**config.mk**
```make
export PLATFORM = sky130hd
export DESIGN_NAME = multicycle_ctrl
export DESIGN_NICKNAME = d
export VERILOG_FILES = /design/src/rtl/mc_ctrl_pkg.sv /design/src/rtl/mc_opcode_dec.sv /design/src/rtl/multicycle_ctrl.sv
export SDC_FILE = /design/constraint.sdc
export NUM_CORES = 1
export LEC_CHECK = 0
export CAP_MARGIN = 40
export CORE_ASPECT_RATIO = 0.7
export CORE_UTILIZATION = 35
export CTS_CLUSTER_DIAMETER = 80
export DETAILED_ROUTE_END_ITERATION = 10
export PLACE_DENSITY = 0.74
export SLEW_MARGIN = 20
export SYNTH_ARGS = -nofsm -noshare
export SYNTH_HDL_FRONTEND = slang
export SYNTH_HIERARCHICAL = 1
export SYNTH_SLANG_ARGS = --single-unit
```
**constraint.sdc**
```tcl
create_clock -name clk -period 1.9 [get_ports clk]
set_input_delay 0.57 -clock clk [delete_from_list [all_inputs] [get_ports clk]]
set_output_delay 0.57 -clock clk [all_outputs]
set_load 0.01 [all_outputs]
```
**src/rtl/mc_ctrl_pkg.sv**
```systemverilog
// Shared definitions for the multicycle RV32I controller: state encodings,
// opcodes, ALU op codes, datapath mux selects and the instruction-class type.
package mc_ctrl_pkg;

  typedef enum logic [3:0] {
    S_FETCH    = 4'd0,
    S_DECODE   = 4'd1,
    S_MEMADR   = 4'd2,
    S_MEMREAD  = 4'd3,
    S_MEMWB    = 4'd4,
    S_MEMWRITE = 4'd5,
    S_EXECR    = 4'd6,
    S_EXECI    = 4'd7,
    S_ALUWB    = 4'd8,
    S_BRANCH   = 4'd9,
    S_JAL      = 4'd10
  } state_t;

  localparam logic [6:0] OP_LOAD   = 7'b0000011;
  localparam logic [6:0] OP_STORE  = 7'b0100011;
  localparam logic [6:0] OP_RTYPE  = 7'b0110011;
  localparam logic [6:0] OP_ITYPE  = 7'b0010011;
  localparam logic [6:0] OP_BRANCH = 7'b1100011;
  localparam logic [6:0] OP_JAL    = 7'b1101111;

  localparam logic [1:0] ALUOP_ADD   = 2'b00;
  localparam logic [1:0] ALUOP_SUB   = 2'b01;
  localparam logic [1:0] ALUOP_FUNCT = 2'b10;

  localparam logic [1:0] SRCA_PC    = 2'b00;
  localparam logic [1:0] SRCA_OLDPC = 2'b01;
  localparam logic [1:0] SRCA_RS1   = 2'b10;

  localparam logic [1:0] SRCB_RS2  = 2'b00;
  localparam logic [1:0] SRCB_IMM  = 2'b01;
  localparam logic [1:0] SRCB_FOUR = 2'b10;

  localparam logic [1:0] RES_ALUOUT = 2'b00;
  localparam logic [1:0] RES_DATA   = 2'b01;
  localparam logic [1:0] RES_ALU    = 2'b10;

  localparam logic [1:0] IMM_I = 2'b00;
  localparam logic [1:0] IMM_S = 2'b01;
  localparam logic [1:0] IMM_B = 2'b10;
  localparam logic [1:0] IMM_J = 2'b11;

  typedef struct packed {
    logic load;
    logic store;
    logic rtype;
    logic itype;
    logic branch;
    logic jal;
  } iclass_t;

endpackage

```
**src/rtl/mc_opcode_dec.sv**
```systemverilog
// Opcode decoder: classifies op into a one-hot instruction class, selects the
// immediate format and flags opcodes the controller does not support.
module mc_opcode_dec
  import mc_ctrl_pkg::*;
(
  input  logic [6:0] i_op,
  output iclass_t    o_cls,
  output logic [1:0] o_imm_src,
  output logic       o_illegal
);

  always_comb begin
    o_cls     = '0;
    o_imm_src = IMM_I;
    o_illegal = 1'b0;
    case (i_op)
      OP_LOAD:   o_cls.load = 1'b1;
      OP_STORE: begin
        o_cls.store = 1'b1;
        o_imm_src   = IMM_S;
      end
      OP_RTYPE:  o_cls.rtype = 1'b1;
      OP_ITYPE:  o_cls.itype = 1'b1;
      OP_BRANCH: begin
        o_cls.branch = 1'b1;
        o_imm_src    = IMM_B;
      end
      OP_JAL: begin
        o_cls.jal = 1'b1;
        o_imm_src = IMM_J;
      end
      default:   o_illegal = 1'b1;
    endcase
  end

endmodule

```
**src/rtl/multicycle_ctrl.sv**
```systemverilog
// Moore-style sequencer for the shared multicycle RV32I datapath.
// Optional performance counters are enabled with `define MC_CTRL_PERF_CNT_EN.
module multicycle_ctrl
  import mc_ctrl_pkg::*;
#(
  parameter int STATE_W = 4
) (
  input  logic               clk,
  input  logic               rst,
  input  logic [6:0]         op,
  input  logic [2:0]         funct3,
  input  logic               zero,
  input  logic               mem_ready,
  output logic               pc_write,
  output logic               ir_write,
  output logic               adr_src,
  output logic               mem_write,
  output logic               reg_write,
  output logic [1:0]         alu_src_a,
  output logic [1:0]         alu_src_b,
  output logic [1:0]         result_src,
  output logic [1:0]         imm_src,
  output logic [1:0]         alu_op,
  output logic               illegal_instr,
  output logic [STATE_W-1:0] state_o
`ifdef MC_CTRL_PERF_CNT_EN
  ,
  output logic [31:0]        cycle_cnt,
  output logic [31:0]        instret_cnt
`endif
);

  state_t     r_state;
  state_t     w_next;
  iclass_t    w_cls;
  logic [1:0] w_imm_src;
  logic       w_dec_illegal;
  logic       w_pc_write;
  logic       w_ir_write;
  logic       w_mem_write;
  logic       w_reg_write;
  logic       w_illegal;

  mc_opcode_dec u_dec (
    .i_op      (op),
    .o_cls     (w_cls),
    .o_imm_src (w_imm_src),
    .o_illegal (w_dec_illegal)
  );

  always_ff @(posedge clk) begin
    if (rst) r_state <= S_FETCH;
    else     r_state <= w_next;
  end

  always_comb begin
    w_next      = S_FETCH;
    w_pc_write  = 1'b0;
    w_ir_write  = 1'b0;
    w_mem_write = 1'b0;
    w_reg_write = 1'b0;
    w_illegal   = 1'b0;
    adr_src     = 1'b0;
    alu_src_a   = SRCA_PC;
    alu_src_b   = SRCB_RS2;
    result_src  = RES_ALUOUT;
    alu_op      = ALUOP_ADD;
    case (r_state)
      S_FETCH: begin
        alu_src_b  = SRCB_FOUR;
        result_src = RES_ALU;
        w_ir_write = mem_ready;
        w_pc_write = mem_ready;
        w_next     = mem_ready ? S_DECODE : S_FETCH;
      end
      S_DECODE: begin
        alu_src_a = SRCA_OLDPC;
        alu_src_b = SRCB_IMM;
        w_illegal = w_dec_illegal;
        if (w_cls.load || w_cls.store) w_next = S_MEMADR;
        else if (w_cls.rtype)          w_next = S_EXECR;
        else if (w_cls.itype)          w_next = S_EXECI;
        else if (w_cls.branch)         w_next = S_BRANCH;
        else if (w_cls.jal)            w_next = S_JAL;
        else                           w_next = S_FETCH;
      end
      S_MEMADR: begin
        alu_src_a = SRCA_RS1;
        alu_src_b = SRCB_IMM;
        w_next    = op[5] ? S_MEMWRITE : S_MEMREAD;
      end
      S_MEMREAD: begin
        adr_src = 1'b1;
        w_next  = mem_ready ? S_MEMWB : S_MEMREAD;
      end
      S_MEMWB: begin
        result_src  = RES_DATA;
        w_reg_write = 1'b1;
      end
      S_MEMWRITE: begin
        adr_src     = 1'b1;
        w_mem_write = 1'b1;
        w_next      = mem_ready ? S_FETCH : S_MEMWRITE;
      end
      S_EXECR: begin
        alu_src_a = SRCA_RS1;
        alu_op    = ALUOP_FUNCT;
        w_next    = S_ALUWB;
      end
      S_EXECI: begin
        alu_src_a = SRCA_RS1;
        alu_src_b = SRCB_IMM;
        alu_op    = ALUOP_FUNCT;
        w_next    = S_ALUWB;
      end
      S_ALUWB: w_reg_write = 1'b1;
      S_BRANCH: begin
        alu_src_a = SRCA_RS1;
        alu_op    = ALUOP_SUB;
        // Only beq/bne are supported; other branch funct3 values fall through untaken.
        w_pc_write = (funct3[2:1] == 2'b00) ? (zero ^ funct3[0]) : 1'b0;
      end
      S_JAL: begin
        alu_src_a  = SRCA_OLDPC;
        alu_src_b  = SRCB_FOUR;
        w_pc_write = 1'b1;
        w_next     = S_ALUWB;
      end
      default: w_next = S_FETCH;
    endcase
  end

  assign imm_src       = w_imm_src;
  assign pc_write      = w_pc_write  & ~rst;
  assign ir_write      = w_ir_write  & ~rst;
  assign mem_write     = w_mem_write & ~rst;
  assign reg_write     = w_reg_write & ~rst;
  assign illegal_instr = w_illegal   & ~rst;
  assign state_o       = STATE_W'(r_state);

`ifdef MC_CTRL_PERF_CNT_EN
  logic [31:0] r_cycle_cnt;
  logic [31:0] r_instret_cnt;
  logic        w_retire;

  assign w_retire = (r_state == S_MEMWB) || (r_state == S_ALUWB) ||
                    (r_state == S_BRANCH) ||
                    ((r_state == S_MEMWRITE) && mem_ready);

  always_ff @(posedge clk) begin
    if (rst) begin
      r_cycle_cnt   <= '0;
      r_instret_cnt <= '0;
    end else begin
      r_cycle_cnt <= r_cycle_cnt + 32'd1;
      if (w_retire) r_instret_cnt <= r_instret_cnt + 32'd1;
    end
  end

  assign cycle_cnt   = r_cycle_cnt;
  assign instret_cnt = r_instret_cnt;
`endif

endmodule

```
Word level (Yosys, flattened, before mapping)
Cells that the tools add are included.
{"block": "op_classes", "n_eq_ne": 16, "muxes": 29, "n_bitwise": 7, "n_reduce_logical": 12}
{"cell": "case mux 4 bit (6 select lines)", "count": 1}
{"cell": "two-way mux 4 bit", "count": 5}
{"cell": "equality test 4 x 3 -> 1 bit (second input constant)", "count": 4}
{"cell": "case mux 2 bit (2 select lines)", "count": 4}
{"cell": "equality test 7 x 6 -> 1 bit (second input constant)", "count": 2}
{"cell": "equality test 7 bit (second input constant)", "count": 2}
{"cell": "two-way mux 1 bit", "count": 14}
{"cell": "equality test 4 bit (second input constant)", "count": 3}
{"cell": "OR reduction 2 bit", "count": 5}
{"cell": "two-way mux 3 bit", "count": 3}
{"cell": "equality test 4 x 2 -> 1 bit (second input constant)", "count": 2}
{"cell": "equality test 7 x 2 -> 1 bit (second input constant)", "count": 1}
{"cell": "equality test 7 x 5 -> 1 bit (second input constant)", "count": 1}
{"cell": "case mux 2 bit (3 select lines)", "count": 1}
{"cell": "OR reduction 3 bit", "count": 2}
{"cell": "OR reduction 6 bit", "count": 1}
{"cell": "bitwise AND 1 bit", "count": 5}
{"cell": "equality test 4 x 1 -> 1 bit (second input constant)", "count": 1}
{"cell": "zero test 4 bit", "count": 1}
{"cell": "OR reduction 4 bit", "count": 1}
{"cell": "case mux 1 bit (3 select lines)", "count": 1}
{"cell": "zero test 2 bit", "count": 1}
{"cell": "logical OR 1 bit", "count": 1}
{"cell": "inverter 1 bit", "count": 1}
{"cell": "bitwise XOR 1 bit", "count": 1}
{"block": "word_totals", "reg_bits": 4, "input_bits": 14, "out_inout_bits": 20, "elab_cells": 65}

Logic depth before layout (Yosys ltp)
{"block": "depth", "ltp_word": 8, "mapped_depth": 6, "depth_no_buf": 5}

By module
The synthesis kept the hierarchy.
{"module": "multicycle_ctrl", "n_inst": 1, "cells_per_inst": 74, "area_per_inst_um2": 560.5}
{"module": "mc_opcode_dec", "n_inst": 1, "cells_per_inst": 18, "area_per_inst_um2": 136.4}

Least setup slack after synthesis
OpenSTA, ideal clock, no wires.
{"block": "synth_timing", "path_kind": "input to output", "startpoint": "input port op[6]", "endpoint": "output port illegal_instr", "arrival_ns": 1.424, "slack_ns": -0.094, "cell_stages": 4, "n_path_buf": 1, "cell_sequence": "or3_1 -> buf_6 -> o32a_1 -> and3b_1"}
{"block": "synth_via", "elab_chain_len": 5, "elab_cells_between_ends": 10, "cone_classes": "eq/ne (6); mux (2); bitwise (1); reduce/logical (1)"}
{"element": "start: declaration", "line": "multicycle_ctrl.sv:10", "text": "input logic [6:0] op,"}
{"element": "equality test 7 x 2 -> 1 bit (tied with other cells)", "line": "mc_opcode_dec.sv:16", "text": "case (i_op)"}
{"element": "OR reduction 6 bit (no source line) *"}
{"element": "two-way mux 1 bit *", "line": "mc_opcode_dec.sv:16"}
{"element": "net w_dec_illegal", "line": "multicycle_ctrl.sv:37", "text": "logic w_dec_illegal;"}
{"element": "two-way mux 1 bit *", "line": "multicycle_ctrl.sv:68", "text": "case (r_state)"}
{"element": "bitwise AND 1 bit *", "line": "multicycle_ctrl.sv:138", "text": "assign illegal_instr = w_illegal & ~rst;"}
{"element": "end: declaration", "line": "multicycle_ctrl.sv:24", "text": "output logic illegal_instr,"}
The timed path passes the listed nets; every way through them passes the cells marked *.

Worst setup path after layout
{"block": "layout_timing", "startpoint": "input port op[3]", "endpoint": "output port illegal_instr"}
The elaborated chain is that of the path after synthesis.

==> results_dict.tcl <==
set metrics [dict create \
    syn_avg_cell_area_sq_um 7.58 \
    drtPass1Iterations 4 \
    drv_cap 0 \
    cp.arrival_ps 1530 \
    cts-root-buf "clkbuf_4" \
    vias_per_cell 5.84 \
    cts_buffer_depth 2 \
    h-tree-depth 1 \
    fill_cells 115 \
    diodes 0 \
    place.gp.congestion 0.814 \
    largest_reg_flops 4 \
    track_usage_pct 28.2 \
    first_iter_violations 49 \
    top_layer_used "met4" \
    synth_cell_types 40 \
    hold_end "state_o[1]" \
    vias 1109 \
    utilization_pct 80.4 \
    worst_hold_path.num_cells 3 \
    drcViolationCount 0 \
    die-area_sq_um 2180 \
    overflow 0 \
    wl_met3_microns 162 \
    layout.nets 184 \
    syn2layout_area_growth_pct 116 \
    cts_tree "done" \
    syn_area_sq_um 697 \
    routed_wl_microns 3360 \
    seq_area_frac_synth_pct 11.5 \
    synth-adder-area-share_pct 0 \
    setup_viol 6 \
    internal_power_w 0.000234 \
    grt_pass1_wl_microns 4600 \
    violations "setup timing" \
    synthDominantCellAreaShare_pct 11.5 \
    path_clk_slew_ps 40 \
    status "finished, violations left" \
    max_slew_margin_pct 67.8 \
    hold_path_class "reg2reg" \
    yosys.area_share.xor_xnor_pct 5.03 \
    finalHoldViolCount 0 \
    drt-wirelength-per-cell_microns 17.7 \
    p_per_area_nw_per_um2 238 \
    period_share_pct 111 \
    end_kind "output pin" \
    leakagePower_nw 0.683 \
    place_hpwl_microns 1920 \
    worst_pin_slew_ps 483 \
    critPathRequiredTime_ps 1330 \
    ys_async_sr_fraction_pct 0 \
    drive_above_1_share_pct 63.7 \
    cp-start-kind "input port" \
    wl_met1_microns 1380 \
    worstHoldStart "state_o[0]" \
    reg2regPathDepth 6 \
    synth_top_family_by_area "simple AND/OR/NAND/NOR gates" \
    worst_ir_drop_vdd_mv 0.279 \
    clk_latency_ps 250 \
    synth_largest_area_cell "dfxtp_1" \
    pwr-share-seq_pct 23.9 \
    reg2reg_from "state_o[2]" \
    io_buffers 33 \
    fmax_ghz 0.476 \
    die_h_microns 39.3 \
    r2r_end "state_o[0]" \
    synth_edf_count 0 \
    regToRegSetupSlack_ps 310 \
    postRouteAntennaNets 0 \
    grt_pass1_vias 992 \
    grt_max_degree 13 \
    wl_met2_microns 1680 \
    grt_antenna_before_repair 0 \
    fp-row-count 13 \
    start_util_pct 37.3 \
    cts_made_buffers 3 \
    yosys.area_share.simple_pct 46.7 \
    fin_worst_skew_ps 9.27 \
    synth_nets 106 \
    crit_fanout 3 \
    p_switching_w 0.000124 \
    period_minus_slack_ps 2100 \
    clock-sinks 4 \
    ys_seq_elements 4 \
    synth_warnings 6 \
    die_width_microns 55.3 \
    slew_violations 0 \
    switching_share_pct 34.6 \
    synthFlopType "dfxtp_1" \
    ys_top_cells_by_area "dfxtp_1 (11%), nor4b_4 (6.8%), buf_6 (4.8%)" \
    p_comb_share_pct 44.3 \
    io_pins 34 \
    synth_compound_area_share_pct 22.4 \
    synthMuxAreaShare_pct 2.87 \
    critPathKind "in2out" \
    rsz0062_at_grt "yes" \
    fin_ws_ps -202 \
    hold_buffers 0 \
    power_w 0.000359 \
    synth_cells 92 \
    clock_power_share_pct 31.9 \
    core_area_sq_um 1870 \
]
==> logic make-up after synthesis <==
| logic type | Yosys count |
|---|---|
| compound gates | 21 |
| xor+xnor | 4 |
| flops | 4 |
| mux | 2 |
| buf+inv | 13 |
| simple gates | 48 |
==> worst max-delay path by stage <==
stage | startpoint | endpoint | depth (start not counted)
6_report | op[3] | illegal_instr | 5
4_1_cts | op[2] | illegal_instr | 6
2_1_floorplan | op[2] | illegal_instr | 4
3_5_place_dp | op[2] | illegal_instr | 5
3_3_place_gp | op[2] | illegal_instr | 5
5_1_grt | op[4] | illegal_instr | 5
==> cells in the mapped netlist, types with 2 or more instances <==
| master | count |
|---|---|
| a211oi_1 | 3 |
| a21oi_1 | 3 |
| and2_1 | 2 |
| and3b_1 | 3 |
| buf_2 | 4 |
| buf_6 | 3 |
| dfxtp_1 | 4 |
| inv_1 | 4 |
| mux2i_1 | 2 |
| nand2_1 | 7 |
| nand3_1 | 2 |
| nor2_1 | 6 |
| nor2b_1 | 4 |
| nor3_1 | 6 |
| nor3b_1 | 2 |
| nor4_1 | 5 |
| nor4b_4 | 2 |
| o211ai_1 | 3 |
| o21ai_0 | 4 |
| xnor2_1 | 2 |
| xor2_1 | 2 |
==> layout by cell type, fill, tap and decap left out, types with 2 or more instances in the layout <==
| master | n |
|---|---|
| inv_1 | 4 |
| o211ai_1 | 3 |
| nand3_1 | 2 |
| nor2b_1 | 2 |
| nor2b_4 | 2 |
| nor3b_1 | 2 |
| buf_6 | 11 |
| nor3_2 | 6 |
| nor4_2 | 3 |
| nor4b_4 | 2 |
| clkdlybuf4s50_1 | 3 |
| buf_2 | 16 |
| nand2_1 | 6 |
| dfxtp_4 | 4 |
| clkbuf_4 | 3 |
| a21oi_1 | 2 |
| clkdlybuf4s15_1 | 2 |
| nor2_1 | 5 |
| mux2i_1 | 2 |
| nor4_4 | 2 |
| buf_4 | 41 |
| a211oi_1 | 2 |
| o21ai_0 | 4 |
| and2_4 | 2 |
| clkbuf_2 | 3 |
| and3b_1 | 3 |
| dlygate4sd2_1 | 4 |
==> final cells by class <==
cell class	count	area [sq um]	share of cell area, %
clock buffers	3	22.5	1.50
inverters	4	15.0	0.998
multi-input cells	75	704	46.8
flip-flops and latches	4	95.1	6.32
well taps	22	27.5	1.83
repair buffers	82	639	42.5
==> what timing repair did <==
item                                    in CTS  in global routing
buffers inserted                             7                  8
resized for setup                          121                 39
endpoints found under the setup margin      23                 18
pin swaps                                   12                  8
==> routing by layer <==
layer | vias up | track usage (%)
li1 | 500 | -
met1 | 539 | 32.0
met2 | 54 | 53.0
met3 | 16 | 2.97
met4 | 0 | 18.8
met5 | - | 0
==> critical path: stages <==
cell	delay, ps
buf_6	110
or3_4	390
o32a_1	160
and3b_1	160
buf_2	140
==> stage by stage <==
step | cell area (sq um) | cells | hold slack [ps] | setup TNS, ps | worst slack, ps
3_3_place_gp | 1260 | 174 | 725 | -8750 | -867
2_1_floorplan | 697 | 92 | 721 | -77.8 | -77.8
6_report | 1500 | 190 | 753 | -411 | -202
5_1_grt | 1500 | 190 | 778 | -701 | -228
4_1_cts | 1360 | 183 | 683 | -226 | -196
3_5_place_dp | 1260 | 174 | 736 | -9400 | -921
==> power groups by stage <==
stage	sequential, W	combinational, W	clock (W)
after global routing	0.0000860	0.000167	0.000122
after CTS	0.0000868	0.000143	0.000115
after detailed placement	0.0000914	0.000142	0
after global placement	0.0000912	0.000138	0
final	0.0000856	0.000159	0.000114
after floorplan	0.0000889	0.0000530	0
No activity file was read; power rests on OpenSTA's default activity.
